`src/rtl/lc3_pkg.sv`:
```
// Shared types for the LC-3 pipeline controller: opcodes, memory-interface
// codes, controller states and small opcode classification helpers.
package lc3_pkg;

  typedef enum logic [3:0] {
    OP_BR   = 4'b0000,
    OP_ADD  = 4'b0001,
    OP_LD   = 4'b0010,
    OP_ST   = 4'b0011,
    OP_JSR  = 4'b0100,
    OP_AND  = 4'b0101,
    OP_LDR  = 4'b0110,
    OP_STR  = 4'b0111,
    OP_RTI  = 4'b1000,
    OP_NOT  = 4'b1001,
    OP_LDI  = 4'b1010,
    OP_STI  = 4'b1011,
    OP_JMP  = 4'b1100,
    OP_RES  = 4'b1101,
    OP_LEA  = 4'b1110,
    OP_TRAP = 4'b1111
  } opcode_t;

  localparam logic [1:0] READ  = 2'd0;
  localparam logic [1:0] WRITE = 2'd1;
  localparam logic [1:0] IND   = 2'd2;
  localparam logic [1:0] IDLE  = 2'd3;

  typedef enum logic [1:0] {
    RUN      = 2'd0,
    CTL_WAIT = 2'd1,
    MEM_IND  = 2'd2,
    MEM_RW   = 2'd3
  } ctrl_state_t;

  function automatic logic is_ctl_op(opcode_t op);
    return (op == OP_BR) || (op == OP_JMP);
  endfunction

  function automatic logic is_mem_op(opcode_t op);
    return op inside {OP_LD, OP_LDR, OP_LDI, OP_ST, OP_STR, OP_STI};
  endfunction

  function automatic logic is_indirect_op(opcode_t op);
    return (op == OP_LDI) || (op == OP_STI);
  endfunction

  function automatic logic is_load_op(opcode_t op);
    return op inside {OP_LD, OP_LDR, OP_LDI};
  endfunction

endpackage

```
`src/rtl/lc3_br_eval.sv`:
```
// Resolves whether the control instruction in execute redirects the PC:
// JMP always does, BR does when any requested NZP flag is set.
module lc3_br_eval
  import lc3_pkg::*;
(
  input  logic [15:0] IR_Exec,
  input  logic [2:0]  psr,
  output logic        taken
);

  opcode_t op;
  logic    unused_ir_bits;

  assign op             = opcode_t'(IR_Exec[15:12]);
  assign unused_ir_bits = ^IR_Exec[8:0];
  assign taken          = (op == OP_JMP) || ((op == OP_BR) && (|(IR_Exec[11:9] & psr)));

endmodule

```
`src/rtl/lc3_pipe_ctrl.sv`:
```
// LC-3 pipeline controller: sequences fetch/decode/execute/writeback enables
// around control-flow bubbles and multi-cycle data-memory accesses.
module lc3_pipe_ctrl
  import lc3_pkg::*;
(
  input  logic        clk,
  input  logic        reset,
  input  logic        complete_instr,
  input  logic        complete_data,
  input  logic [15:0] IR,
  input  logic [15:0] IR_Exec,
  input  logic [2:0]  psr,
  output logic        enable_fetch,
  output logic        enable_updatePC,
  output logic        enable_decode,
  output logic        enable_execute,
  output logic        enable_writeback,
  output logic        br_taken,
  output logic [1:0]  mem_state
);

  ctrl_state_t state, state_nxt;
  logic [1:0]  bubble_cnt, bubble_nxt;
  opcode_t     mem_op, mem_op_nxt;
  opcode_t     dec_op, exe_op;
  logic        taken;
  logic        unused_ir_bits;

  logic fetch_c, update_c, decode_c, execute_c, writeback_c, br_c;
  logic [1:0] mem_c;

  assign dec_op         = opcode_t'(IR[15:12]);
  assign exe_op         = opcode_t'(IR_Exec[15:12]);
  assign unused_ir_bits = ^IR[11:0];

  lc3_br_eval u_br_eval (
    .IR_Exec (IR_Exec),
    .psr     (psr),
    .taken   (taken)
  );

  // A memory op in execute wins over a control op in decode; the bubble
  // count is still loaded and simply sits untouched until the access ends.
  always_comb begin
    state_nxt  = state;
    bubble_nxt = bubble_cnt;
    mem_op_nxt = mem_op;
    case (state)
      RUN: begin
        if (complete_instr) begin
          if (is_ctl_op(dec_op)) begin
            bubble_nxt = 2'd2;
            state_nxt  = CTL_WAIT;
          end
          if (is_mem_op(exe_op)) begin
            mem_op_nxt = exe_op;
            state_nxt  = is_indirect_op(exe_op) ? MEM_IND : MEM_RW;
          end
        end
      end
      CTL_WAIT: begin
        if (bubble_cnt <= 2'd1) begin
          bubble_nxt = 2'd0;
          state_nxt  = RUN;
        end else begin
          bubble_nxt = bubble_cnt - 2'd1;
        end
      end
      MEM_IND: begin
        if (complete_data) state_nxt = MEM_RW;
      end
      MEM_RW: begin
        if (complete_data) state_nxt = (bubble_cnt != 2'd0) ? CTL_WAIT : RUN;
      end
      default: state_nxt = RUN;
    endcase
  end

  always_ff @(posedge clk or negedge reset) begin
    if (!reset) begin
      state      <= RUN;
      bubble_cnt <= 2'd0;
      mem_op     <= OP_ADD;
    end else begin
      state      <= state_nxt;
      bubble_cnt <= bubble_nxt;
      mem_op     <= mem_op_nxt;
    end
  end

  // The PC reloads one cycle before the bubble ends, once the control
  // instruction has reached execute; fetch stays off in that cycle.
  always_comb begin
    fetch_c     = 1'b0;
    update_c    = 1'b0;
    decode_c    = 1'b0;
    execute_c   = 1'b0;
    writeback_c = 1'b0;
    br_c        = 1'b0;
    mem_c       = IDLE;
    case (state)
      RUN: begin
        fetch_c     = complete_instr;
        update_c    = complete_instr;
        decode_c    = complete_instr;
        execute_c   = complete_instr;
        writeback_c = complete_instr;
      end
      CTL_WAIT: begin
        execute_c   = 1'b1;
        writeback_c = 1'b1;
        update_c    = (bubble_cnt == 2'd1);
        br_c        = (bubble_cnt == 2'd1) && taken;
      end
      MEM_IND: mem_c = IND;
      MEM_RW: begin
        mem_c       = is_load_op(mem_op) ? READ : WRITE;
        writeback_c = complete_data && is_load_op(mem_op);
      end
      default: mem_c = IDLE;
    endcase
  end

  assign enable_fetch     = reset && fetch_c;
  assign enable_updatePC  = reset && update_c;
  assign enable_decode    = reset && decode_c;
  assign enable_execute   = reset && execute_c;
  assign enable_writeback = reset && writeback_c;
  assign br_taken         = reset && br_c;
  assign mem_state        = reset ? mem_c : IDLE;

endmodule

```
`config.mk`:
```
export PLATFORM = sky130hd
export DESIGN_NAME = lc3_pipe_ctrl
export DESIGN_NICKNAME = d
export VERILOG_FILES = /design/src/rtl/lc3_pkg.sv /design/src/rtl/lc3_br_eval.sv /design/src/rtl/lc3_pipe_ctrl.sv
export SDC_FILE = /design/constraint.sdc
export NUM_CORES = 1
export LEC_CHECK = 0
export ABC_AREA = 1
export CAP_MARGIN = 20
export CORE_ASPECT_RATIO = 0.7
export CORE_UTILIZATION = 30
export CTS_BUF_LIST = sky130_fd_sc_hd__clkbuf_4
export CTS_CLUSTER_DIAMETER = 200
export DETAILED_ROUTE_END_ITERATION = 10
export PLACE_DENSITY = 0.77
export SETUP_SLACK_MARGIN = 0.4
export SLEW_MARGIN = 20
export SYNTH_ARGS = -nofsm -noshare
export SYNTH_HDL_FRONTEND = slang
export SYNTH_SLANG_ARGS = --single-unit
export TNS_END_PERCENT = 5
```
`constraint.sdc`:
```
create_clock -name clk -period 1.3 [get_ports clk]
set_input_delay 0.39 -clock clk [delete_from_list [all_inputs] [get_ports clk]]
set_output_delay 0.39 -clock clk [all_outputs]
set_load 0.03 [all_outputs]
```
==> flow_metrics.env <==
export IMPL_row_count=12
export IMPL_path_class="in -> out"
export IMPL_wl_per_cell_um=12.2
export IMPL_overflow=0
export IMPL_io_pins=47
export IMPL_crit_chain="clkdlybuf4s50_1 > a211oi_2 > nand2_2 > nor2_4 > buf_6"
export IMPL_maxCapViolCount=0
export IMPL_fin_crit_sh_pct=134
export IMPL_synth_top_area_share_pct=29.9
export IMPL_ctsRootBufferMaster="clkbuf_4"
export IMPL_drc=0
export IMPL_worstPathArrival_ns=1.35
export IMPL_numClockSinks=8
export IMPL_fin_ws_ns=-0.439
export IMPL_slew_headroom_pct=86.9
export IMPL_finalNonFillerCells=159
export IMPL_final_cell_mix="32 x nand2_1, 17 x buf_4, 11 x clkdlybuf4s50_1"
export IMPL_htree_levels=1
export IMPL_die_h_um=39.0
export IMPL_core_area_um2=1700
export IMPL_status="finished, violations left"
export IMPL_crit_path_start_kind="primary input"
export IMPL_clkTransAtPathRegs_ns=0.06
export IMPL_cts_tree="done"
export IMPL_place_ws_ns=-0.706
export IMPL_areaGrowthSynthToFinish_pct=94.2
export IMPL_critical_path_max_stage_delay_ns=0.43
export IMPL_first_iter_violations=8
export IMPL_rsz0062_at_grt="true"
export IMPL_ctsHoldBuffers=0
export IMPL_port_buffers=25
export IMPL_worstPathRequired_ns=0.91
export IMPL_grt_antenna_before_repair=0
export IMPL_p_leak_uw=0.000597
export IMPL_slew_violations=0
export IMPL_syn_area_um2=586
export IMPL_viasPerCell=4.74
export IMPL_cts_max_path_buffers=2
export IMPL_dieArea_um2=2140
export IMPL_max_freq_ghz=0.575
export IMPL_chipWidth_um=54.8
export IMPL_path_buf_inv=2
export IMPL_grt_pass1_vias=753
export IMPL_antennaDiodeCount=0
export IMPL_endpoint_kind="primary output"
export IMPL_worst_r2r_path_depth=9
export IMPL_powerDensity_nw_per_um2=1810
export IMPL_mostFrequentLayoutCell="nand2_1"
export IMPL_cts_buffers_inserted=3
export IMPL_dr_total_vias=754
export IMPL_path_depth=5
export IMPL_yosysTopAreaCell="dfrtp_1"
export IMPL_dp_cells=152
export IMPL_dpl_cell_area_um2=983
export IMPL_synth_cell_types=20
export IMPL_yosysWarnings=0
export IMPL_fin_skew_ns=0.00317
export IMPL_antenna_left=0
export IMPL_ys_top_cells_by_area="dfrtp_1 30%, nand2_1 22%, inv_1 8.3%"
export IMPL_grt_max_degree=11
export IMPL_first_pass_iters=4
export IMPL_violations="negative setup slack"
export IMPL_wirelength_um=1940
export IMPL_worst_pin_slew_ns=0.196
export IMPL_crit_family="buffers and inverters"
export IMPL_insertion_delay_ns=0.26
export IMPL_worstPathMaxFanout=2
export IMPL_synthCells=92
export IMPL_nets=178
export IMPL_design_area_um2=1140
export IMPL_hold_viol=0
export IMPL_hp_class="in -> async"
export IMPL_post_route_cells_drive_above_1_share_pct=43.5
export IMPL_start_util_pct=34.5
export IMPL_grt_total_usage_pct=22.1
export IMPL_post_dp_hpwl_um=1480
export IMPL_grt_first_pass_wirelength_um=3150
export IMPL_setup_violations_final=10
export IMPL_vdd_drop_max_mv=0.997
export IMPL_critPathSlowestCell="clkdlybuf4s50_1"
export IMPL_synth_seq_cells=8
export IMPL_ys_seq_area_share_pct=34.4
export IMPL_min_period_ns=1.74
export IMPL_syn_avg_cell_area_um2=6.36
export IMPL_synth_nets=131
export IMPL_routabilityCongestion=0.853
## registers in the layout (all words and copies together), names as in the netlist
| register | flops |
|---|---|
| mem_op | 4 |
| state | 2 |
| bubble_cnt | 2 |
## per-layer routing
| layer | track usage [%] | vias to the layer above | wire (um) |
|---|---|---|---|
| li1 | - | 379 | - |
| met2 | 35.8 | 20 | 960 |
| met5 | 0 | - | 0 |
| met3 | 5.10 | 2 | 57 |
| met4 | 15.4 | 0 | 16 |
| met1 | 25.6 | 353 | 903 |
## worst register-to-register path, cell delays in order, from the launching register on
cell	delay, ns
dfrtp_2	0.45
nor2_4	0.07
buf_4	0.13
buf_4	0.13
nand2_1	0.08
nand2_1	0.09
nor2_4	0.10
nand2_1	0.06
nand2_1	0.06
nand2_1	0.05
## kinds of logic after synthesis
family | synth area share [%]
buffers and inverters | 10.9
and+or+nand+nor | 46.2
AOI/OAI and AO/OA | 8.55
DFF | 34.4
## where the power goes
part | switching (uW) | leakage (uW) | internal, uW | total [uW]
sequential | 131 | 0.0000916 | 372 | 503
combinational | 704 | 0.000487 | 619 | 1320
clock | 88.7 | 0.0000184 | 139 | 227
total | 923 | 0.000597 | 1130 | 2050
## synth_stat cells (all sizes together)
cell type / n
a211oi: 1
inv: 15
a21oi: 3
o211ai: 1
nor3: 1
dfrtp: 7
buf: 1
nand3: 10
or2: 1
nand4: 1
nand2: 36
dfstp: 1
o21ai: 4
nor2: 10
## final cells by class
| class | instances | area [um2] |
|---|---|---|
| Fill cell | 146 | 559 |
| Multi-Input combinational cell | 68 | 419 |
| Timing Repair Buffer | 43 | 399 |
| Sequential cell | 8 | 204 |
| Inverter | 15 | 58.8 |
| Clock buffer | 4 | 30.0 |
| Tap cell | 21 | 26.3 |
## worst paths after layout
| path | from | endpoint | slack, ns |
|---|---|---|---|
| max | IR_Exec[15] | br_taken | -0.44 |
| min | reset | state[0]$_DFFE_PN0P_ | 0.25 |
| max reg2reg | state[0]$_DFFE_PN0P_ | state[0]$_DFFE_PN0P_ | -0.02 |
| min reg2reg | mem_op[1]$_DFFE_PN0P_ | mem_op[1]$_DFFE_PN0P_ | 0.47 |
| max in group asynchronous | reset | mem_op[0]$_DFFE_PN1P_ | 0.84 |
| min in group clk | mem_op[1]$_DFFE_PN0P_ | mem_op[1]$_DFFE_PN0P_ | 0.47 |
## through the flow
step                util, %  hold WS (ns)  TNS [ns]  power, uW
floorplan                 -        0.0944     -1.17       1090
global placement       58.0         0.448     -5.96       1510
detailed placement     58.0         0.456     -6.38       1560
CTS                    62.9         0.231     -3.36       1890
global route           67.0         0.254     -3.77       2200
finish                 67.0         0.246     -3.16       2050
## timing repair
action,CTS,global route
setup endpoints to repair,16,16
setup buffers,1,2
gates resized for setup,20,17
pin swaps,7,11
Power figures use the tool's default switching activity.
